**src/rtl/branch_resolve_ctrl.sv**
```systemverilog
// RF-stage branch controller: taken/not-taken decision, CBZ/CBNZ operand-hazard
// stall, IF/ID flush, architectural NZCV register and saturating branch counters.
module branch_resolve_ctrl #(
   parameter int CNT_W    = 32,
   parameter int MAX_WAIT = 4
) (
   input  logic             clk,
   input  logic             reset,
   input  logic             rf_valid,
   input  logic             is_b,
   input  logic             is_cbz,
   input  logic             is_cbnz,
   input  logic             is_bcond,
   input  logic [3:0]       cond,
   input  logic             rt_zero,
   input  logic             operand_hazard,
   input  logic             ex_setflags,
   input  logic [3:0]       ex_flags,
   output logic             uncondbr_sel,
   output logic             pc_src,
   output logic             stall,
   output logic             flush_ifid,
   output logic [3:0]       flags_q,
   output logic [CNT_W-1:0] br_count,
   output logic [CNT_W-1:0] taken_count,
   output logic             wait_err,
   output logic             dbg_state
);

   localparam int WCW = $clog2(MAX_WAIT + 1);

   typedef enum logic {S_RESOLVE = 1'b0, S_WAIT = 1'b1} state_t;

   state_t           state_q, state_d;
   logic [WCW-1:0]   wait_cnt_q, wait_cnt_d;
   logic             wait_err_q, wait_err_d;
   logic [3:0]       flags_d, flags_r;
   logic [CNT_W-1:0] br_q, br_d, taken_q, taken_d;

   logic       br_b, br_cbz, br_cbnz, br_bcond, any_br;
   logic [3:0] fl;
   logic       fn, fz, fc, fv, cond_true, taken;
   logic       resolve, hazard_stall;

   // Priority decode guards against illegal multi-hot opcodes.
   always_comb begin
      br_b     = is_b;
      br_cbz   = !is_b && is_cbz;
      br_cbnz  = !is_b && !is_cbz && is_cbnz;
      br_bcond = !is_b && !is_cbz && !is_cbnz && is_bcond;
      any_br   = br_b || br_cbz || br_cbnz || br_bcond;
      fl       = ex_setflags ? ex_flags : flags_r;
      {fn, fz, fc, fv} = fl;
      case (cond)
         4'h0:    cond_true = fz;
         4'h1:    cond_true = !fz;
         4'h2:    cond_true = fc;
         4'h3:    cond_true = !fc;
         4'h4:    cond_true = fn;
         4'h5:    cond_true = !fn;
         4'h6:    cond_true = fv;
         4'h7:    cond_true = !fv;
         4'h8:    cond_true = fc && !fz;
         4'h9:    cond_true = !fc || fz;
         4'hA:    cond_true = (fn == fv);
         4'hB:    cond_true = (fn != fv);
         4'hC:    cond_true = !fz && (fn == fv);
         4'hD:    cond_true = fz || (fn != fv);
         default: cond_true = 1'b1;
      endcase
      taken = br_b || (br_cbz && rt_zero) || (br_cbnz && !rt_zero) || (br_bcond && cond_true);
   end

   always_ff @(posedge clk or negedge reset) begin
      if (!reset) begin
         state_q    <= S_RESOLVE;
         wait_cnt_q <= '0;
         wait_err_q <= 1'b0;
         flags_r    <= 4'h0;
         br_q       <= '0;
         taken_q    <= '0;
      end else begin
         state_q    <= state_d;
         wait_cnt_q <= wait_cnt_d;
         wait_err_q <= wait_err_d;
         flags_r    <= flags_d;
         br_q       <= br_d;
         taken_q    <= taken_d;
      end
   end

   always_comb begin
      state_d      = state_q;
      wait_cnt_d   = wait_cnt_q;
      resolve      = 1'b0;
      hazard_stall = 1'b0;
      case (state_q)
         S_RESOLVE: begin
            if (rf_valid && (br_cbz || br_cbnz) && operand_hazard) begin
               hazard_stall = 1'b1;
               state_d      = S_WAIT;
               wait_cnt_d   = WCW'(1);
            end else if (rf_valid && any_br) begin
               resolve = 1'b1;
            end
         end
         S_WAIT: begin
            // An external flush drops the waiting branch without counting it.
            if (!rf_valid) begin
               state_d    = S_RESOLVE;
               wait_cnt_d = '0;
            end else if (operand_hazard) begin
               hazard_stall = 1'b1;
               if (wait_cnt_q != WCW'(MAX_WAIT)) wait_cnt_d = wait_cnt_q + WCW'(1);
            end else begin
               state_d    = S_RESOLVE;
               wait_cnt_d = '0;
               resolve    = any_br;
            end
         end
         default: state_d = S_RESOLVE;
      endcase
      wait_err_d = wait_err_q || (hazard_stall && (wait_cnt_d == WCW'(MAX_WAIT)));
      flags_d    = ex_setflags ? ex_flags : flags_r;
      br_d       = (resolve && (br_q != '1)) ? br_q + CNT_W'(1) : br_q;
      taken_d    = (resolve && taken && (taken_q != '1)) ? taken_q + CNT_W'(1) : taken_q;
   end

   // Reset gating keeps the control strobes low while reset is held.
   always_comb begin
      uncondbr_sel = is_b;
      stall        = reset && hazard_stall;
      pc_src       = reset && resolve && taken;
      flush_ifid   = reset && resolve && taken;
      flags_q      = flags_r;
      br_count     = br_q;
      taken_count  = taken_q;
      wait_err     = wait_err_q;
      dbg_state    = state_q;
   end

endmodule

```
**config.mk**
```make
export PLATFORM = sky130hd
export DESIGN_NAME = branch_resolve_ctrl
export DESIGN_NICKNAME = d
export VERILOG_FILES = /design/src/rtl/branch_resolve_ctrl.sv
export SDC_FILE = /design/constraint.sdc
export NUM_CORES = 1
export LEC_CHECK = 0
export CORE_MARGIN = 4
export CORE_UTILIZATION = 50
export DETAILED_ROUTE_END_ITERATION = 6
export HOLD_SLACK_MARGIN = 0.08
export PLACE_DENSITY = 0.81
export SLEW_MARGIN = 10
export SYNTH_ARGS = -nofsm -noshare
export SYNTH_HDL_FRONTEND = slang
export SYNTH_SLANG_ARGS = --single-unit
```
**constraint.sdc**
```tcl
create_clock -name clk -period 3.2 [get_ports clk]
set_input_delay 0.48 -clock clk [delete_from_list [all_inputs] [get_ports clk]]
set_output_delay 0.48 -clock clk [all_outputs]
set_load 0.01 [all_outputs]
```
-- After elaboration in Yosys (flattened, before gate mapping)
Index checks and enable logic that the tools add are counted.
- input port bits: 18
- latch bits: 0
- RAM bits: 0
- bits in registers: 73
- memories kept: 0
- bits in read-only memories: 0
- output and inout bits: 74
- logic and storage cells: 84
- div/mod/pow operators: 0
- add/sub/neg operators: 3
- reductions and logical operators: 39
- $lt $le $gt $ge: 0
- $mul: 0
- equality and inequality tests: 19
- multiplexer cells: 16
- shifts and indexed selects: 0
- bitwise operators: 1
- operators by type and width (operator ; number):
    adder 32 x 1 -> 32 bit (second input constant) ; 2
    inequality test 32 bit (second input constant) ; 2
    equality test 4 bit (second input constant) ; 6
    logical AND 1 bit ; 20
    equality test 4 x 3 -> 1 bit (second input constant) ; 4
    one-hot mux 1 bit (14 select lines) ; 1
    2-to-1 mux 3 bit ; 4
    logical OR 1 bit ; 10
    equality test 4 x 2 -> 1 bit (second input constant) ; 2
    zero test 1 bit ; 8
    2-to-1 mux 1 bit ; 7
    one-hot mux 3 bit (2 select lines) ; 1
    equality test 4 x 1 -> 1 bit (second input constant) ; 1
    zero test 4 bit ; 1
    2-to-1 mux 4 bit ; 1
    one-hot mux 1 bit (2 select lines) ; 2
    adder 3 x 1 -> 3 bit (second input constant) ; 1
    equality test 3 bit (second input constant) ; 1
    inequality test 3 bit (second input constant) ; 1
    equality test 1 bit ; 1
    inequality test 1 bit ; 1
    inverter 1 bit ; 1

-- Longest topological paths before layout
- depth in word-level cells: 11
- gate-level depth with buffers: 9
- mapped depth without buffers: 7

-- Least setup slack after synthesis
OpenSTA, ideal clock, no wires.
- path kind: in2out
- start: input port cond[1]
- end: output port pc_src
- data arrival time: 2.315 ns
- buffers on the path: 3
- setup slack: 0.405 ns
- stages: 9
- data required time: 2.720 ns
- path through: buf_4 mux2i_1 mux4_2 xor2_1 a221oi_2 o31ai_2 buf_2 nor2_1 buf_4
- longest elaborated chain between the ends: 5
- elaborated cells between the ends (all ways): 18
- those cells by class: eq/ne: 13; mux: 1; reduce/logical: 4
- ends and longest elaborated chain (item ; line ; text):
    from (decl) ; 14 ; input logic [3:0] cond,
    equality test 4 bit, or another cell as far along ; 54 ; case (cond)
    one-hot mux 1 bit (14 select lines) (*) ; 54 ;
    logical AND 1 bit (*) ; 71 ; taken = br_b || (br_cbz && rt_zero) || (br_cbnz && !rt_zero) || (br_bcond && cond_true);
    logical OR 1 bit (*) ; 71 ;
    logical AND 1 bit (*) ; - ;
    to (decl) ; 20 ; output logic pc_src,
Mark *: on every way between the ends. The rest lies on a longest branch, timed or not.

-- Final worst setup path
- start: input port ex_setflags
- end: output port pc_src
- longest elaborated chain between the ends: 7
- elaborated cells between the ends (all ways): 15
- those cells by class: eq/ne: 2; mux: 2; reduce/logical: 11
- ends and longest elaborated chain (item ; line ; text):
    from (decl) ; 17 ; input logic ex_setflags,
    2-to-1 mux 4 bit (*) ; - ;
    inequality test 1 bit, or another cell as far along ; 66, 68 ;
    logical OR 1 bit, or another cell as far along ; 68 ; 4'hD: cond_true = fz || (fn != fv);
    one-hot mux 1 bit (14 select lines) (*) ; 54 ;
    logical AND 1 bit (*) ; 71 ;
    logical OR 1 bit (*) ; 71 ;
    logical AND 1 bit (*) ; 133 ; pc_src = reset && resolve && taken;
Marked as above.

==> results.tsv <==
stage	metric	value	unit
synthesis	synth_top_area_share	48.3	%
synthesis	yosys_warnings	0	
synthesis	yosys-top-cells-area	dfrtp_1, xor2_1, xnor2_1, nand3_1, nand4_1	
layout	layout_common_cells	clkdlybuf4s50_1, dfrtp_1, xor2_1	
synthesis	synth_area	0.00378	mm²
sta	fmax	323	MHz
drt	drt_first_iter_violations	114	
synthesis	yosys.area.top_type	dfrtp_1	
clocking	clk_latency	0.34	ns
sta	finalSetupTns	0	ns
drt	first_pass_iters	4	
place	hpwl	6420	µm
floorplan	fp.dieArea	0.00902	mm²
worst_setup_path	cp_max_fo	4	
drt	totalWireLength	8550	µm
synthesis	ys.flop_type	dfrtp_1	
flow_run	cap_violations	0	
worst_hold_path	hp-class	flop to flop	
layout	area_growth	34.8	%
worst_setup_path	required	2.72	ns
floorplan	ios	92	
worst_setup_path	cp_num_buf_inv	2	
drt	routed_via_density	5.45	
synthesis	synth_edf_count	0	
place	pre_cts_ws	-0.372	ns
sta	worst_pin_slew	0.767	ns
grt	antenna_found_initial	0	
worst_setup_path	cp_cell_sequence	clkdlybuf4s50_1 -> mux4_2 -> xor2_1 -> a221oi_2 -> o31ai_4 -> nor2_2 -> dlygate4sd2_1	
drt	drc	0	
grt	grt.total_usage	20.3	%
layout	layout-drive-gt1-share	11.6	%
clocking	cts_max_path_buffers	2	
place	placed_area	0.00487	mm²
sta	rsz0062_at_grt	no	
worst_setup_path	start_kind	input pin	
layout	fillerInstances	599	
synthesis	ys_seq_area_share	48.3	%
sta	max-slew-margin-rel	48.4	%
worst_setup_path	slowest_stage	clkdlybuf4s50_1	
sta	maxSlewViolCount	0	
clocking	cts_root_buf	clkbuf_8	
sta	post-route-period-util	96.7	%
worst_setup_path	critPathTopFamily	buffers and inverters	
power	ir_drop	331	µV
clocking	htreeDepth	3	
synthesis	synth_fa_ha_area_share	1.32	%
drt	ant_nets	0	
drt	post_drt_wl_per_cell	15.0	µm
worst_setup_path	end_kind	output port	
sta	setup_violations	0	
clocking	cts_setup_buffers	0	
grt	grt_max_degree	51	
layout	antenna_cells	0	
outcome	status	complete, no violations	
layout	nNetsFinal	491	
layout	mostFrequentLayoutCell	clkdlybuf4s50_1	
sta	whs	0.488	ns
grt	grt_first_pass_wirelength	14600	µm
drt	routed-via-count	3119	
sta	hold_viol	0	
synthesis	synth-xor-area-share	15.0	%
synthesis	synth_seq_cells	73	
synthesis	synth_fp_nets	385	
sta	finClkSkew	0.00988	ns
synthesis	syn_inst	363	
synthesis	ys_types	42	
floorplan	die_w	95.0	µm
power	powerDensity	497	mW/mm²
clocking	clkTransAtPathRegs	0.07	ns
grt	grt_pass1_vias	3258	
floorplan	row_count	31	
synthesis	synth_compound_area_share	4.63	%
place	place.gp.congestion	0.830	
sta	period_needed	3.09	ns
sta	fin_ws	0.107	ns
floorplan	initial_core_util	51.9	%
clocking	cts_sinks	73	
power	p_leak	2.17	nW
worst_setup_path	cp.arrival	2.61	ns
place	placed_cells	556	
synthesis	syn_area_per_cell	10.4	µm²
layout	final_cells	572	
floorplan	coreArea	0.00729	mm²
synthesis	synth_top_family_by_area	simple AND/OR/NAND/NOR gates	
clocking	cts_made_buffers	9	
layout	finish.instance_area	0.00510	mm²
synthesis	synth_mux_area_share	4.27	%
floorplan	chipHeight	95.0	µm
worst_setup_path	critPathMaxStageDelay	0.56	ns
grt	grt-ovfl-total	0	
worst_setup_path	crit_type	input pin to output port	
place	portBuffers	91	
synthesis	async_flop_share	100	%
synthesis	synthSimpleGateAreaFrac	23.3	%
clocking	cts_tree	built	
==> synthesized netlist by cell type, drive strengths merged, types with 7 or more instances <==
library cell,instances
a21oi,8
nor4,12
xnor2,29
nand4,20
nor3,24
nand3,31
xor2,36
dfrtp,73
inv,14
buf,9
nand2,32
nor2,18
mux2,7
==> cells by family after synthesis <==
kind of cell | count (synthesis)
simple gates | 158
flops | 73
xor+xnor | 65
buf+inv | 25
compound gates | 24
mux | 14
fa+ha+maj | 4
==> area by class of cell <==
cell class / count / area, µm² / area share, %
multi-input cells: 265 / 1860 / 36.4
flip-flops and latches: 73 / 1830 / 35.8
repair buffers: 106 / 1020 / 20.0
clock buffers: 10 / 138 / 2.70
well taps: 99 / 124 / 2.43
clock inverters: 5 / 78.8 / 1.55
inverters: 14 / 52.6 / 1.03
==> stage by stage <==
stage	power, W	util (%)
2_1_floorplan	0.00143	-
3_3_place_gp	0.00175	66.7
3_5_place_dp	0.00177	66.7
4_1_cts	0.00256	69.8
5_1_grt	0.00268	69.9
6_report	0.00254	69.9
==> metal layers <==
layer  global-route usage [%]  part of all wire, %  vias up
met4                     6.73                  1.1        0
met5                        0                    0        -
li1                         -                    -     1490
met3                     4.62                  5.1       11
met2                     35.6                   52       82
met1                     24.6                   42     1536
==> power breakdown <==
part           total [W]  leakage, nW  internal [W]  switching, W
logic           0.000575         1.11      0.000316      0.000258
registers        0.00118        0.941       0.00103      0.000147
clock network   0.000786        0.113      0.000456      0.000330
==> worst reg2reg max path, delay by kind of cell (launching register included) <==
family,cells,cell delay [ns]
simple gates,1,0.26
buf+inv,1,0.27
compound gates,2,0.45
xor+xnor,1,0.16
mux,3,0.93
flops,1,0.40
==> registers in the layout, summed over array words and instances, names as in the netlist <==
register and count:
wait_cnt_q 3, taken_count 32, wait_err 1, br_count 32, flags_q 4, dbg_state 1
==> what timing repair did <==
| item | CTS | global route |
|---|---|---|
| resized for setup | 3 | 3 |
| endpoints found under the setup margin | 2 | 2 |
| pin swaps | 0 | 1 |
| hold buffers | 1 | 0 |
| endpoints found under the hold margin | 23 | 0 |
==> worst paths after layout <==
kind	startpoint	to	slack (ns)	cells past startpoint
min reg2reg	wait_err$_DFF_PN0_	wait_err$_DFF_PN0_	0.49	2
min	wait_err$_DFF_PN0_	wait_err$_DFF_PN0_	0.49	2
max in group asynchronous	reset	br_count[12]$_DFFE_PN0P_	1.70	3
max reg2reg	flags_q[3]$_DFF_PN0_	taken_count[28]$_DFFE_PN0P_	0.61	8
min in group asynchronous	reset	taken_count[23]$_DFFE_PN0P_	0.58	2
max	ex_setflags	pc_src	0.11	7
No activity file was read; power rests on OpenSTA's default activity.
